==> src/rtl/uio_sum_responder.sv <==
// ----------------------------------------------------------------------------
// uio_sum_responder
//
// Bus-turnaround responder for the bidirectional uio pins. A host loads two
// operands over uio_in (ld_a / ld_b), issues start, and the block computes
// A + B. After a configurable turnaround gap, it drives the result onto
// uio_out with uio_oe enabled. The block keeps driving until the host
// acknowledges, then holds one undriven RELEASE cycle before going idle.
//
// Handshake: valid=1 (with uio_oe all-ones) means uio_out/carry hold a stable
// result. The result stays stable for as long as valid is high. ack is the
// host's "taken" strobe and is only sampled while valid=1. The edge that
// samples ack=1 ends the transfer. ack seen at any other time has no effect.
//
// Parameters:
//   WIDTH       operand / bus width in bits
//   TURN_CYCLES idle cycles between CALC and DRIVE (0..15)
//
// Ports:
//   clk, rst          clock (rising edge), asynchronous active-high reset
//   ld_a, ld_b        capture uio_in into operand A / B (IDLE only)
//   start             begin computation (IDLE only)
//   ack               host has read the result (DRIVE only)
//   uio_in            operand data from pins
//   uio_out, uio_oe   result data and all-or-nothing output enable
//   busy              high in every state except IDLE
//   valid, carry      result driven flag and carry-out of the sum
// ----------------------------------------------------------------------------
module uio_sum_responder #(
  parameter int WIDTH       = 8,
  parameter int TURN_CYCLES = 1
) (
  input  logic             clk,
  input  logic             rst,
  input  logic             ld_a,
  input  logic             ld_b,
  input  logic             start,
  input  logic             ack,
  input  logic [WIDTH-1:0] uio_in,
  output logic [WIDTH-1:0] uio_out,
  output logic [WIDTH-1:0] uio_oe,
  output logic             busy,
  output logic             valid,
  output logic             carry
);

  typedef enum logic [2:0] {
    S_IDLE    = 3'd0,
    S_CALC    = 3'd1,
    S_TURN    = 3'd2,
    S_DRIVE   = 3'd3,
    S_RELEASE = 3'd4
  } state_e;

  localparam logic [3:0] TURN_LD = 4'(TURN_CYCLES);

  state_e           state_q, state_d;
  logic [WIDTH-1:0] a_q, a_d;
  logic [WIDTH-1:0] b_q, b_d;
  logic [WIDTH:0]   sum_q, sum_d;
  logic [3:0]       turn_q, turn_d;

  // State register
  always_ff @(posedge clk or posedge rst) begin
    if (rst) begin
      state_q <= S_IDLE;
      a_q     <= '0;
      b_q     <= '0;
      sum_q   <= '0;
      turn_q  <= '0;
    end else begin
      state_q <= state_d;
      a_q     <= a_d;
      b_q     <= b_d;
      sum_q   <= sum_d;
      turn_q  <= turn_d;
    end
  end

  // Next-state and datapath
  always_comb begin
    state_d = state_q;
    a_d     = a_q;
    b_d     = b_q;
    sum_d   = sum_q;
    turn_d  = turn_q;
    unique case (state_q)
      S_IDLE: begin
        // Loads in the start cycle land before CALC reads A/B.
        if (ld_a) a_d = uio_in;
        if (ld_b) b_d = uio_in;
        if (start) state_d = S_CALC;
      end
      S_CALC: begin
        sum_d   = {1'b0, a_q} + {1'b0, b_q};
        turn_d  = TURN_LD;
        state_d = (TURN_CYCLES > 0) ? S_TURN : S_DRIVE;
      end
      S_TURN: begin
        // The counter holds the remaining TURN cycles including this one.
        if (turn_q <= 4'd1) begin
          turn_d  = '0;
          state_d = S_DRIVE;
        end else begin
          turn_d = turn_q - 4'd1;
        end
      end
      S_DRIVE: begin
        if (ack) state_d = S_RELEASE;
      end
      S_RELEASE: begin
        state_d = S_IDLE;
      end
      default: begin
        state_d = S_IDLE;
      end
    endcase
  end

  // Moore outputs: decoded only from registered state and sum
  always_comb begin
    uio_out = '0;
    uio_oe  = '0;
    valid   = 1'b0;
    carry   = 1'b0;
    busy    = (state_q != S_IDLE);
    if (state_q == S_DRIVE) begin
      uio_oe  = '1;
      uio_out = sum_q[WIDTH-1:0];
      carry   = sum_q[WIDTH];
      valid   = 1'b1;
    end
  end

endmodule

==> config.mk <==
export PLATFORM = sky130hd
export DESIGN_NAME = uio_sum_responder
export DESIGN_NICKNAME = d
export VERILOG_FILES = /design/src/rtl/uio_sum_responder.sv
export SDC_FILE = /design/constraint.sdc
export NUM_CORES = 1
export LEC_CHECK = 0
export BUFFER_PORTS_ARGS = -buffer_cell sky130_fd_sc_hd__buf_2
export CORE_ASPECT_RATIO = 1.5
export CORE_MARGIN = 2
export CORE_UTILIZATION = 35
export CTS_CLUSTER_DIAMETER = 100
export DETAILED_ROUTE_END_ITERATION = 8
export GPL_TIMING_DRIVEN = 0
export SYNTH_ARGS = -nofsm -noshare
export SYNTH_HDL_FRONTEND = slang
export SYNTH_SLANG_ARGS = --single-unit
==> constraint.sdc <==
create_clock -name clk -period 3.35 [get_ports clk]
set_input_delay 0.67 -clock clk [delete_from_list [all_inputs] [get_ports clk]]
set_output_delay 0.67 -clock clk [all_outputs]
set_load 0.02 [all_outputs]
### Word level (Yosys, flattened, before mapping)

Index checks and enable logic that the tools add are counted.

* register bits after elaboration: 32
* input bits: 14
* word-level logic and storage cells: 30

* add/sub/neg operators: 2
* $lt $le $gt $ge: 1
* eq/ne operators: 6
* multiplexer cells: 10
* reductions and logical operators: 6

Operator list (count)
* 8-bit 2-to-1 mux: 2
* 3-bit case mux with 4 select lines: 1
* 8-bit by 8-bit adder with 9-bit output: 1
* 3-bit 2-to-1 mux: 3
* 4-bit case mux with 2 select lines: 1
* 3-bit by 2-bit == test with 1-bit output (second input constant): 2
* 2-bit != test (second input constant): 3
* 4-bit by 1-bit less-or-equal comparator with 1-bit output (second input constant): 1
* 4-bit 2-to-1 mux: 1
* 2-bit AND reduction: 2
* 4-bit by 1-bit subtractor with 4-bit output (second input constant): 1
* 3-bit by 1-bit == test with 1-bit output (second input constant): 1
* 3-bit zero test: 1
* 3-bit AND reduction: 1
* 3-bit nonzero test: 1
* 1-bit 2-to-1 mux: 2
* 2-bit nonzero test: 1

### Longest topological paths before layout

* depth in word-level cells: 3
* gate-level depth with buffers: 7
* mapped depth without buffers: 7

### Worst setup path after synthesis

OpenSTA, ideal clock, no wires.

* path kind: reg2reg
* start point: register a_q[0]
* end point: register sum_q[6]
* data arrival time: 1.769 ns
* path slack: 1.456 ns
* stages on the path, launching flop included: 8
* buffers on the path: 0
* clock period less this slack: 1.894 ns
* cells stage by stage: dfrtp_1 > ha_1 > fa_1 > a211o_1 > o211ai_2 > nor3b_1 > a311oi_1 > o21ai_1

* word-level cells in the longest chain between the ends: 1

Ends and longest elaborated chain
* from (decl): line 58 `logic [WIDTH-1:0] a_q, a_d;`
* from (signal assigned): line 67 `a_q <= '0;`
* from (signal assigned): line 73 `a_q <= a_d;`
* 8-bit by 8-bit adder with 9-bit output: line 95 `sum_d = {1'b0, a_q} + {1'b0, b_q};`
* to (signal assigned): line 75 `sum_q <= sum_d;`
* to (decl): line 60 `logic [WIDTH:0] sum_q, sum_d;`

Every way passes these cells.
A chain may end at the register's enable or synchronous reset.

### Worst setup path after layout

* start point: register state_q[2]
* end point: output uio_out[1]

* word-level cells in the longest chain between the ends: 2

Ends and longest elaborated chain
* from (decl): line 57 `state_e state_q, state_d;`
* from (signal assigned): line 72 `state_q <= state_d;`
* 3-bit by 2-bit == test with 1-bit output: line 127 `if (state_q == S_DRIVE) begin`
* 8-bit 2-to-1 mux: line 127
* to (decl): line 40 `output logic [WIDTH-1:0] uio_out,`

Every way passes these cells.

==> out/qor_table.md <==
| Quantity | Reported |
|:---|:---|
| Run status | completed |
| Vias in the first global route | 1367 |
| Total buffers and inverters traversed by the critical path | 3 |
| Slew Limit Headroom | 57.62% |
| Synth Area per Inst | 10.54 um2 |
| Required time of the critical path | 2.68 ns |
| Timing-limited maximum frequency | 431.3 MHz |
| Root Buffer Master | sky130_fd_sc_hd__clkbuf_8 |
| Area of the core | 0.005125 mm2 |
| Inserted Diodes | 0 |
| Post-layout net count | 242 |
| Via count | 1336 |
| Total power density per cell area | 1095 mW/mm2 |
| Power, Total | 2.426 mW |
| Setup repair after global routing missed its margin | false |
| Shortest period the worst path allows | 2.319 ns |
| Area added between synthesis and finish | 18.78% |
| Worst reg2reg endpoint | sum_q[6]$_DFFE_PP0P_ |
| Final Wtd Congestion | 0.7780 |
| Clock slew at the register clock pins of the worst setup and hold paths | 0.06 ns |
| Multi-input combinational cell area | 918.4 um2 |
| Count of cell types in the netlist | 36 |
| Data arrival, critical path | 1.65 ns |
| Post-synth EDFFs | 0 |
| Wire length of the first global-routing pass | 6175 um |
| Wire length after detailed routing | 3454 um |
| Clock network fraction of total power | 12.3% |
| DRC violation count after routing | 0 |
| Cell type group with the largest total delay on the critical path | buffers and inverters |
| Number of optimization iterations in the first detailed-route pass | 4 |
| H-Tree Level Count | 2 |
| Top FF cell, synth | sky130_fd_sc_hd__dfrtp_1 |
| Final hold vios | 0 |
| Total clock sinks | 32 |
| Leading cell types in the layout, fill and taps excluded | sky130_fd_sc_hd__buf_2 (37), sky130_fd_sc_hd__dfrtp_1 (32), sky130_fd_sc_hd__nand2_1 (15) |
| Internal Power | 1.442 mW |
| Fin crit share | 69.22% |
| Count of nets left with antenna violations after detail routing | 0 |
| Num CTS Buffers | 5 |
| Worst Clk Skew | 0.001746 ns |
| Fraction of registers with async set/reset | 100.0% |
| Resize count post-CTS | 0 |
| Worst hold-check path type | input port to asynchronous set/reset pin |
| Per-cell via count in the routed design | 4.671 |
| Endpoint type of the worst setup path | primary output |
| Count of pins over their slew limit | 0 |
| Maximum number of pins on one net before global-route repair | 33 |
| Wirelength per Cell | 12.08 um |
| Overall die area | 0.005942 mm2 |
| Number of cells produced by synthesis | 177 |
| Share of the yosys chip area belonging to registers | 42.92% |
| Category of the worst setup path launch point | register |
| Post-synthesis instance area | 0.001866 mm2 |
| Relative contribution of sequential cells to total power | 29.2% |
| Power spent charging and discharging nets | 0.9843 mW |
| Post-CTS Hold Buffers | 0 |
| Latest clock arrival within the worst-skew pair | 0.27 ns |
| Final Non-Filler Cells | 286 |
| Count of routing violations after the opening detailed-route iteration | 44 |
| Final cell utilization of the core | 43.24% |
| Buffers on Ports | 32 |
| Final setup TNS | 0 ns |
| Ordered cell list for the critical path | buf_2, nor2_1, buf_2, and2_1, buf_2 |
| Switching Fraction | 40.57% |
| YS warnings | 0 |
| Width of the die | 63.61 um |
| Syn_nets | 202 |
| Launch point of the worst reg-to-reg path | a_q[0]$_DFFE_PP0P_ |
| Slew of the pin with the lowest slew margin | 0.6318 ns |
| Storage element area | 800.8 um2 |
| Flop and latch count out of synthesis | 32 |
| Floorplan row count | 32 |
| Max-capacitance violation count | 0 |
| Most common library cell in the layout ignoring fill and taps | sky130_fd_sc_hd__buf_2 |
| Detailed Place HPWL | 2708 um |
| Residual overflow from global routing | 0 |
| Number of fill cells | 543 |
| CTS tree | done |
| Part of the total power dissipated in combinational logic | 58.6% |
| Height of the die | 93.42 um |
| Share of layout cells above drive strength 1 | 35.78% |
| Critical Path Fanout Max | 18 |
| Number of ports placed on the die boundary | 33 |
| Worst path max stage delay | 0.40 ns |
| DP Cell Count | 277 |
| Reg2reg path depth | 7 |
| All-Layer GR Usage | 13.09% |
| Maximum root-to-sink buffer count | 2 |
| Maximum resistive drop on vdd | 0.3433 mV |
| Standard cell with the maximum stage delay on the critical path | sky130_fd_sc_hd__dfrtp_1 |
| Slack of the worst reg-to-reg path | 1.32 ns |
| Setup Fix Bufs, Post-CTS | 0 |
| Antenna violations before repair | 0 |
| Final-report setup violation count | 0 |
| Cell seen most often among critical-path stages | sky130_fd_sc_hd__buf_2 |
| Critical Setup Path Class | register to primary output |
| P_leak | 1.101 nW |
| Effective utilization at floorplan | 36.40% |
[per-stage QoR]
| stage | hold slack, ns | worst slack (ns) | cell area (um2) |
|---|---|---|---|
| floorplan | 0.4411 | 1.456 | 1866 |
| global placement | 0.4542 | 1.311 | 2111 |
| detailed placement | 0.4699 | 1.310 | 2111 |
| CTS | 0.4841 | 1.005 | 2201 |
| global route | 0.4359 | 0.8867 | 2216 |
| finish | 0.3902 | 1.031 | 2216 |
[power groups by stage]
stage          clock network (mW)  registers (mW)  logic, mW
2_1_floorplan                   0           0.676       1.17
3_3_place_gp                    0           0.711       1.41
3_5_place_dp                    0           0.719       1.43
4_1_cts                     0.307           0.713       1.44
5_1_grt                     0.322           0.738       1.61
6_report                    0.297           0.708       1.42
[layout make-up]
| cell class | count | share of cell area, % |
|---|---|---|
| repair buffers | 33 | 7.905 |
| multi-input cells | 122 | 41.45 |
| flip-flops and latches | 32 | 36.14 |
| well taps | 68 | 3.840 |
| clock buffers | 8 | 4.065 |
| inverters | 6 | 1.016 |
| plain buffers | 17 | 5.590 |
[how the worst max path moves through the flow]
stage	from	slack (ns)	to	cells past startpoint
finish	state_q[2]$_DFFE_PP0P_	1.03	uio_out[1]	5
global route	state_q[2]$_DFFE_PP0P_	0.89	uio_out[1]	5
CTS	state_q[2]$_DFFE_PP0P_	1.00	uio_out[1]	5
detailed placement	state_q[2]$_DFFE_PP0P_	1.31	uio_out[1]	5
global placement	state_q[2]$_DFFE_PP0P_	1.31	uio_out[3]	5
floorplan	a_q[0]$_DFFE_PP0P_	1.46	sum_q[6]$_DFFE_PP0P_	7
[cell usage after synthesis (all sizes together) (2+ instances only)]
master  count  area share, %
dfrtp      32             43
mux2       19             13
o21ai      17            4.6
buf        16            6.4
nand2      15            3.0
and2       12            4.0
ha         10            6.7
nor2       10            2.0
a21oi       9            2.4
inv         6            1.2
a211o       3            1.4
a31oi       3            1.0
nor3        3            1.1
xor2        3            1.4
a21o        2           0.87
nor2b       2           0.67
o211ai      2            1.1
o21bai      2           0.80
[registers in the layout, summed over array words and instances (netlist names)]
register / flops
sum_q: 9
a_q: 8
b_q: 8
turn_q: 4
state_q: 3
[routing by layer]
metal | share of wire, % | vias up | wire length, um | global-route usage, %
met3 | 2.3 | 0 | 81 | 2.527
met2 | 57 | 21 | 1969 | 25.00
met4 | 0 | 0 | 0 | 4.891
li1 | - | 684 | - | -
met1 | 41 | 631 | 1404 | 13.92
met5 | 0 | - | 0 | 0
[kinds of logic after synthesis]
family / count (synthesis) / synth area share (%)
XOR/XNOR: 4 / 1.878
AND/OR/NAND/NOR: 45 / 11.80
adder cells (fa/ha/maj): 11 / 7.780
flip-flops: 32 / 42.92
buffers and inverters: 23 / 7.847
AO/OA/AOI/OAI: 43 / 14.29
multiplexers: 19 / 13.48
Note: power is estimated with default switching activity, not from simulation.
